`src/rtl/six_lane_stimulus_sequencer_pkg.sv`:
```
// Shared definitions for the six-lane stimulus sequencer.
//   - Geometry constants (lanes, lane width, table depth, dwell width)
//   - FSM state encoding (IDLE / PLAY / FIN)
//   - Table entry record {vec, dwell}
//   - lane_slice(): extracts lane k from a packed lane vector
package six_lane_stimulus_sequencer_pkg;

    localparam int LANES   = 6;
    localparam int WIDTH   = 7;
    localparam int DEPTH   = 8;
    localparam int DWELL_W = 4;
    localparam int AW      = $clog2(DEPTH);
    localparam int VEC_W   = LANES * WIDTH;

    typedef enum logic [1:0] {
        ST_IDLE = 2'd0,
        ST_PLAY = 2'd1,
        ST_FIN  = 2'd2
    } state_t;

    typedef struct packed {
        logic [VEC_W-1:0]   vec;
        logic [DWELL_W-1:0] dwell;
    } entry_t;

    // lane_k occupies vec[k*WIDTH +: WIDTH]
    function automatic logic [WIDTH-1:0] lane_slice(input logic [VEC_W-1:0] vec,
                                                    input int unsigned      k);
        return vec[k*WIDTH +: WIDTH];
    endfunction

endpackage

```
`src/rtl/six_lane_stimulus_sequencer_stim_table.sv`:
```
// Stimulus table: DEPTH entries of {lane vector, dwell count}.
// Synchronous write, asynchronous (combinational) read, asynchronous clear.
// Ports:
//   clk, rst_n  - clock, async active-low reset (clears every entry)
//   we, waddr   - write strobe and entry index
//   wdata       - entry written at the clock edge
//   raddr       - entry index to read
//   rdata       - contents of entry raddr
module six_lane_stimulus_sequencer_stim_table
    import six_lane_stimulus_sequencer_pkg::*;
(
    input  logic          clk,
    input  logic          rst_n,
    input  logic          we,
    input  logic [AW-1:0] waddr,
    input  entry_t        wdata,
    input  logic [AW-1:0] raddr,
    output entry_t        rdata
);

    entry_t mem [DEPTH];

    always_ff @(posedge clk or negedge rst_n) begin
        if (!rst_n) begin
            for (int i = 0; i < DEPTH; i++) begin
                mem[i] <= '0;
            end
        end else if (we) begin
            mem[waddr] <= wdata;
        end
    end

    assign rdata = mem[raddr];

endmodule

```
`src/rtl/six_lane_stimulus_sequencer.sv`:
```
// Six-lane stimulus sequencer: plays a programmed table of lane vectors onto
// lane_0..lane_5, holding each step for dwell+1 cycles, once or looping.
//
//   state | meaning
//   IDLE  | lanes 0, table writable, waiting for start
//   PLAY  | stepping through entries 0..last (busy=1)
//   FIN   | one-cycle done pulse after a non-looping pass
//
// Ports:
//   clk, rst_n               - clock, async active-low reset
//   cfg_we/addr/vec/dwell    - table write (honoured only in IDLE)
//   cfg_last, loop_en        - final step index / loop mode, latched on start
//   start, stop              - begin playback / abort (stop wins)
//   lane_0..lane_5           - registered lane values
//   step_strobe, step_idx    - first-cycle-of-step pulse, current step
//   busy, done               - PLAY indicator, completion pulse
module six_lane_stimulus_sequencer
    import six_lane_stimulus_sequencer_pkg::*;
(
    input  logic               clk,
    input  logic               rst_n,
    input  logic               cfg_we,
    input  logic [AW-1:0]      cfg_addr,
    input  logic [VEC_W-1:0]   cfg_vec,
    input  logic [DWELL_W-1:0] cfg_dwell,
    input  logic [AW-1:0]      cfg_last,
    input  logic               start,
    input  logic               loop_en,
    input  logic               stop,
    output logic [WIDTH-1:0]   lane_0,
    output logic [WIDTH-1:0]   lane_1,
    output logic [WIDTH-1:0]   lane_2,
    output logic [WIDTH-1:0]   lane_3,
    output logic [WIDTH-1:0]   lane_4,
    output logic [WIDTH-1:0]   lane_5,
    output logic               step_strobe,
    output logic [AW-1:0]      step_idx,
    output logic               busy,
    output logic               done
);

    state_t             state_q, state_d;
    logic [AW-1:0]      idx_q, idx_d;
    logic [DWELL_W-1:0] cnt_q, cnt_d;
    logic [VEC_W-1:0]   lanes_q, lanes_d;
    logic               strobe_q, strobe_d;
    logic               busy_q, busy_d;
    logic               done_q, done_d;
    logic [AW-1:0]      last_q, last_d;
    logic               loop_q, loop_d;

    logic [AW-1:0]      rd_addr;
    entry_t             rd_entry;
    entry_t             wr_entry;
    logic               tbl_we;

    // The table is frozen for the whole run, FIN included.
    assign tbl_we   = cfg_we && (state_q == ST_IDLE);
    assign wr_entry = '{vec: cfg_vec, dwell: cfg_dwell};

    six_lane_stimulus_sequencer_stim_table u_table (
        .clk   (clk),
        .rst_n (rst_n),
        .we    (tbl_we),
        .waddr (cfg_addr),
        .wdata (wr_entry),
        .raddr (rd_addr),
        .rdata (rd_entry)
    );

    always_ff @(posedge clk or negedge rst_n) begin
        if (!rst_n) begin
            state_q  <= ST_IDLE;
            idx_q    <= '0;
            cnt_q    <= '0;
            lanes_q  <= '0;
            strobe_q <= 1'b0;
            busy_q   <= 1'b0;
            done_q   <= 1'b0;
            last_q   <= '0;
            loop_q   <= 1'b0;
        end else begin
            state_q  <= state_d;
            idx_q    <= idx_d;
            cnt_q    <= cnt_d;
            lanes_q  <= lanes_d;
            strobe_q <= strobe_d;
            busy_q   <= busy_d;
            done_q   <= done_d;
            last_q   <= last_d;
            loop_q   <= loop_d;
        end
    end

    always_comb begin
        state_d  = state_q;
        idx_d    = idx_q;
        cnt_d    = cnt_q;
        lanes_d  = lanes_q;
        strobe_d = 1'b0;
        last_d   = last_q;
        loop_d   = loop_q;
        rd_addr  = '0;

        case (state_q)
            ST_IDLE: begin
                lanes_d = '0;
                idx_d   = '0;
                if (start && !stop) begin
                    last_d   = cfg_last;
                    loop_d   = loop_en;
                    lanes_d  = rd_entry.vec;
                    cnt_d    = rd_entry.dwell;
                    strobe_d = 1'b1;
                    state_d  = ST_PLAY;
                end
            end

            ST_PLAY: begin
                if (stop) begin
                    lanes_d = '0;
                    idx_d   = '0;
                    state_d = ST_IDLE;
                end else if (cnt_q == '0) begin
                    if (idx_q != last_q) begin
                        rd_addr  = idx_q + AW'(1);
                        idx_d    = rd_addr;
                        lanes_d  = rd_entry.vec;
                        cnt_d    = rd_entry.dwell;
                        strobe_d = 1'b1;
                    end else if (loop_q) begin
                        // rd_addr already 0: wrap with no gap cycle
                        idx_d    = '0;
                        lanes_d  = rd_entry.vec;
                        cnt_d    = rd_entry.dwell;
                        strobe_d = 1'b1;
                    end else begin
                        lanes_d = '0;
                        idx_d   = '0;
                        state_d = ST_FIN;
                    end
                end else begin
                    cnt_d = cnt_q - DWELL_W'(1);
                end
            end

            ST_FIN: begin
                lanes_d = '0;
                idx_d   = '0;
                state_d = ST_IDLE;
            end

            default: begin
                lanes_d = '0;
                idx_d   = '0;
                state_d = ST_IDLE;
            end
        endcase

        busy_d = (state_d == ST_PLAY);
        done_d = (state_d == ST_FIN);
    end

    assign lane_0      = lane_slice(lanes_q, 0);
    assign lane_1      = lane_slice(lanes_q, 1);
    assign lane_2      = lane_slice(lanes_q, 2);
    assign lane_3      = lane_slice(lanes_q, 3);
    assign lane_4      = lane_slice(lanes_q, 4);
    assign lane_5      = lane_slice(lanes_q, 5);
    assign step_strobe = strobe_q;
    assign step_idx    = idx_q;
    assign busy        = busy_q;
    assign done        = done_q;

endmodule
```
`config.mk`:
```
export PLATFORM = sky130hd
export DESIGN_NAME = six_lane_stimulus_sequencer
export DESIGN_NICKNAME = d
export VERILOG_FILES = /design/src/rtl/six_lane_stimulus_sequencer_pkg.sv /design/src/rtl/six_lane_stimulus_sequencer_stim_table.sv /design/src/rtl/six_lane_stimulus_sequencer.sv
export SDC_FILE = /design/constraint.sdc
export NUM_CORES = 1
export LEC_CHECK = 0
export CAP_MARGIN = 30
export CORE_ASPECT_RATIO = 0.5
export CORE_UTILIZATION = 60
export CTS_BUF_LIST = sky130_fd_sc_hd__clkbuf_16
export DETAILED_ROUTE_END_ITERATION = 10
export PLACE_DENSITY = 0.91
export SLEW_MARGIN = 10
export SYNTH_ARGS = -nofsm -noshare
export SYNTH_HDL_FRONTEND = slang
export SYNTH_HIERARCHICAL = 1
export SYNTH_SLANG_ARGS = --single-unit
```
`constraint.sdc`:
```
create_clock -name clk -period 3.99 [get_ports clk]
set_clock_uncertainty 0.05 [all_clocks]
set_input_delay 0.798 -clock clk [delete_from_list [all_inputs] [get_ports clk]]
set_output_delay 0.798 -clock clk [all_outputs]
set_load 0.03 [all_outputs]
```
==> flow_summary.yaml <==
global_route:
  grt_pass1_vias: 11954
  grt_max_degree: 97
  grt_pass1_wl_um: 68700
  overflow: 0
  track_usage: 0.283
  antenna_found_initial: 3
cts:
  post_cts_buffers: 0
  cts_tree: "built"
  clk_pin_slew_ps: 70
  cts_inserted_buffers: 38
  clockRootBuffer: "clkbuf_16"
  clock-sinks: 426
  htreeDepth: 2
  cts-hold-fix-buffers: 0
  clk_path_buf_depth: 3
  clk_latency_ps: 540
  post_cts_resized: 0
power_and_ir_drop:
  vdd_drop_max_v: 0.000256
  p_leak_uw: 0.00912
  powerDensity_mw_per_mm2: 582
sta:
  max_freq_mhz: 297
  fin_tns_setup_ps: 0
  worst_slack_ps: 620
  tightest_slew_ps: 922
  rsz0062_at_grt: "false"
  slew_violations: 0
  max-slew-margin-rel: 0.385
  hold_viol: 0
  whs_ps: 217
  period_needed_ps: 3370
  post-route-period-util: 0.845
  setup_violations: 0
synth:
  ys_warn_count: 6
  synth_edf_count: 0
  ys_seq_area_frac: 0.568
  synth.most_common_cell: "dfrtp_1"
  syn_area_per_cell_sq_um: 16.8
  synth_common_cells: "dfrtp_1, mux2_2, mux4_2"
  synth.area.top_cells: "dfrtp_1, mux2_2, mux4_2"
  synthArstFlopShare: 1.00
  yosysTopAreaCellShare: 0.568
  syn_area_sq_mm: 0.0188
  synth_cells: 1117
  synth_top_area_cell: "dfrtp_1"
  synth_ff_type: "dfrtp_1"
  synth_nets: 1178
  ys_ff_latch: 426
  synth_cell_types: 41
job:
  maxCapViolations: 0
drt:
  drt-pass1-iter-count: 5
  routed_wl_um: 43700
  postRouteAntennaNets: 0
  via_count: 10733
  post_drt_wl_per_cell_um: 26.1
  drc_errors: 0
  initialDrtViolationCount: 973
  viasPerCell: 6.40
place:
  hpwl_um: 24600
  numPortBuffers: 105
  gp_congestion: 0.797
  dpl_cell_area_sq_mm: 0.0204
  post-place-ws_ps: 207
layout:
  fill_cells: 1694
  utilization: 0.711
  finalInstanceArea_sq_mm: 0.0217
  area_growth_syn_to_layout_pct: 15.7
  final_nets: 1284
  drive_gt1_frac: 0.490
floorplanning:
  core_area_sq_mm: 0.0306
  num_io_pins: 106
  die_y_um: 127
  fp.dieArea_sq_mm: 0.0321
  start_util: 0.614
  num_rows: 45
  die_w_um: 252
worst_setup_path:
  critPathLaunchType: "flip-flop"
  worstPathRequired_ps: 4370
  path_common_cell: "a22o_1"
  crit_chain: "inv_1, ha_1, nor3b_1, o311ai_0, clkbuf_1, nor2_4, buf_12, mux4_2, mux2_2, nand2_1, o41ai_1, a22o_1, a22o_1"
  end_kind: "flip-flop"
  crit_slowest_cell: "mux4_2"
  worstPathMaxFanout: 19
  crit_arrival_ps: 3750
  slowest_delay_ps: 520
  critPathKind: "flip-flop to flip-flop"
hold_path:
  hold_path_class: "input port to async pin"
outcome:
  status: "finished, final reports clean"
==> worst paths after layout <==
path	start	endpoint	slack, ps	cells after the start
max	cnt_q[1]$_DFFE_PN0P_	cnt_q[3]$_DFFE_PN0P_	620	13
min	rst_n	u_table/mem[43]$_DFFE_PN0P_	220	1
max reg2reg	cnt_q[1]$_DFFE_PN0P_	cnt_q[3]$_DFFE_PN0P_	620	13
min reg2reg	u_table/mem[125]$_DFFE_PN0P_	u_table/mem[125]$_DFFE_PN0P_	450	1
max in group asynchronous	rst_n	lanes_q[11]$_DFFE_PN0P_	2670	2
min in group clk	u_table/mem[125]$_DFFE_PN0P_	u_table/mem[125]$_DFFE_PN0P_	450	1
==> cell families after synthesis <==
kind of cell / after synthesis / synth area share
multiplexers: 511 / 0.362
flip-flops: 426 / 0.568
buffers and inverters: 80 / 0.0263
AO/OA/AOI/OAI: 62 / 0.0283
AND/OR/NAND/NOR: 31 / 0.0124
XOR/XNOR: 4 / 0.00187
adder cells (fa/ha/maj): 3 / 0.00200
==> flip-flops by register name, indices dropped and copies added, names as in the netlist <==
name,flops
busy,1
cnt_q,4
done,1
lanes_q,42
last_q,3
loop_q,1
state_q,2
step_idx,3
step_strobe,1
u_table/mem,368
==> metal layers <==
layer | up-vias | wire length (um) | track usage | part of all wire
met3 | 113 | 2190 | 0.0442 | 0.050
met2 | 344 | 22500 | 0.486 | 0.52
li1 | 4444 | - | - | -
met1 | 5830 | 17600 | 0.367 | 0.40
met4 | 2 | 1430 | 0.116 | 0.033
met5 | - | 12 | 0 | 0.00027
==> final cells by class <==
type | count | area (sq um) | share of cell area
clock inverter | 29 | 300 | 0.0138
tap | 423 | 529 | 0.0244
antenna | 2 | 5.00 | 0.000230
clock buffer | 41 | 1030 | 0.0472
timing repair buffer | 142 | 1530 | 0.0704
sequential | 426 | 10700 | 0.491
multi-input combinational | 611 | 7660 | 0.353
inverter | 4 | 15.0 | 0.000691
==> worst max-delay path: cells and delay by family (launching register included) <==
| kind | cells | cell delay, ps |
|---|---|---|
| DFF | 1 | 410 |
| and+or+nand+nor | 3 | 500 |
| muxes | 2 | 810 |
| AOI/OAI and AO/OA | 4 | 720 |
| buffers and inverters | 3 | 540 |
| adders and majority gates | 1 | 230 |
==> report_power, final <==
part,internal (uW),switching [uW]
Combinational,1590,1040
Sequential,5430,665
Clock,2310,1610
Total,9320,3320
==> through the flow <==
step,power (uW),instances
4_1_cts,12700,1675
6_report,12600,1678
2_1_floorplan,7790,1117
5_1_grt,13100,1678
3_3_place_gp,8410,1605
3_5_place_dp,8700,1605
==> placed cells by master, fill, tap and decap left out, types with 4 or more instances in the layout <==
| cell | Yosys | routed |
|---|---|---|
| inv_1 | 4 | 14 |
| buf_4 | 17 | 20 |
| bufinv_16 | 0 | 7 |
| clkbuf_16 | 0 | 41 |
| dfrtp_1 | 426 | 426 |
| buf_12 | 0 | 16 |
| mux4_2 | 92 | 92 |
| mux2_2 | 418 | 418 |
| a22o_1 | 45 | 45 |
| clkdlybuf4s50_1 | 0 | 104 |
| nor2_1 | 6 | 4 |
| clkinv_2 | 0 | 6 |
| clkinv_1 | 0 | 6 |
Note: power is estimated with default switching activity, not from simulation.
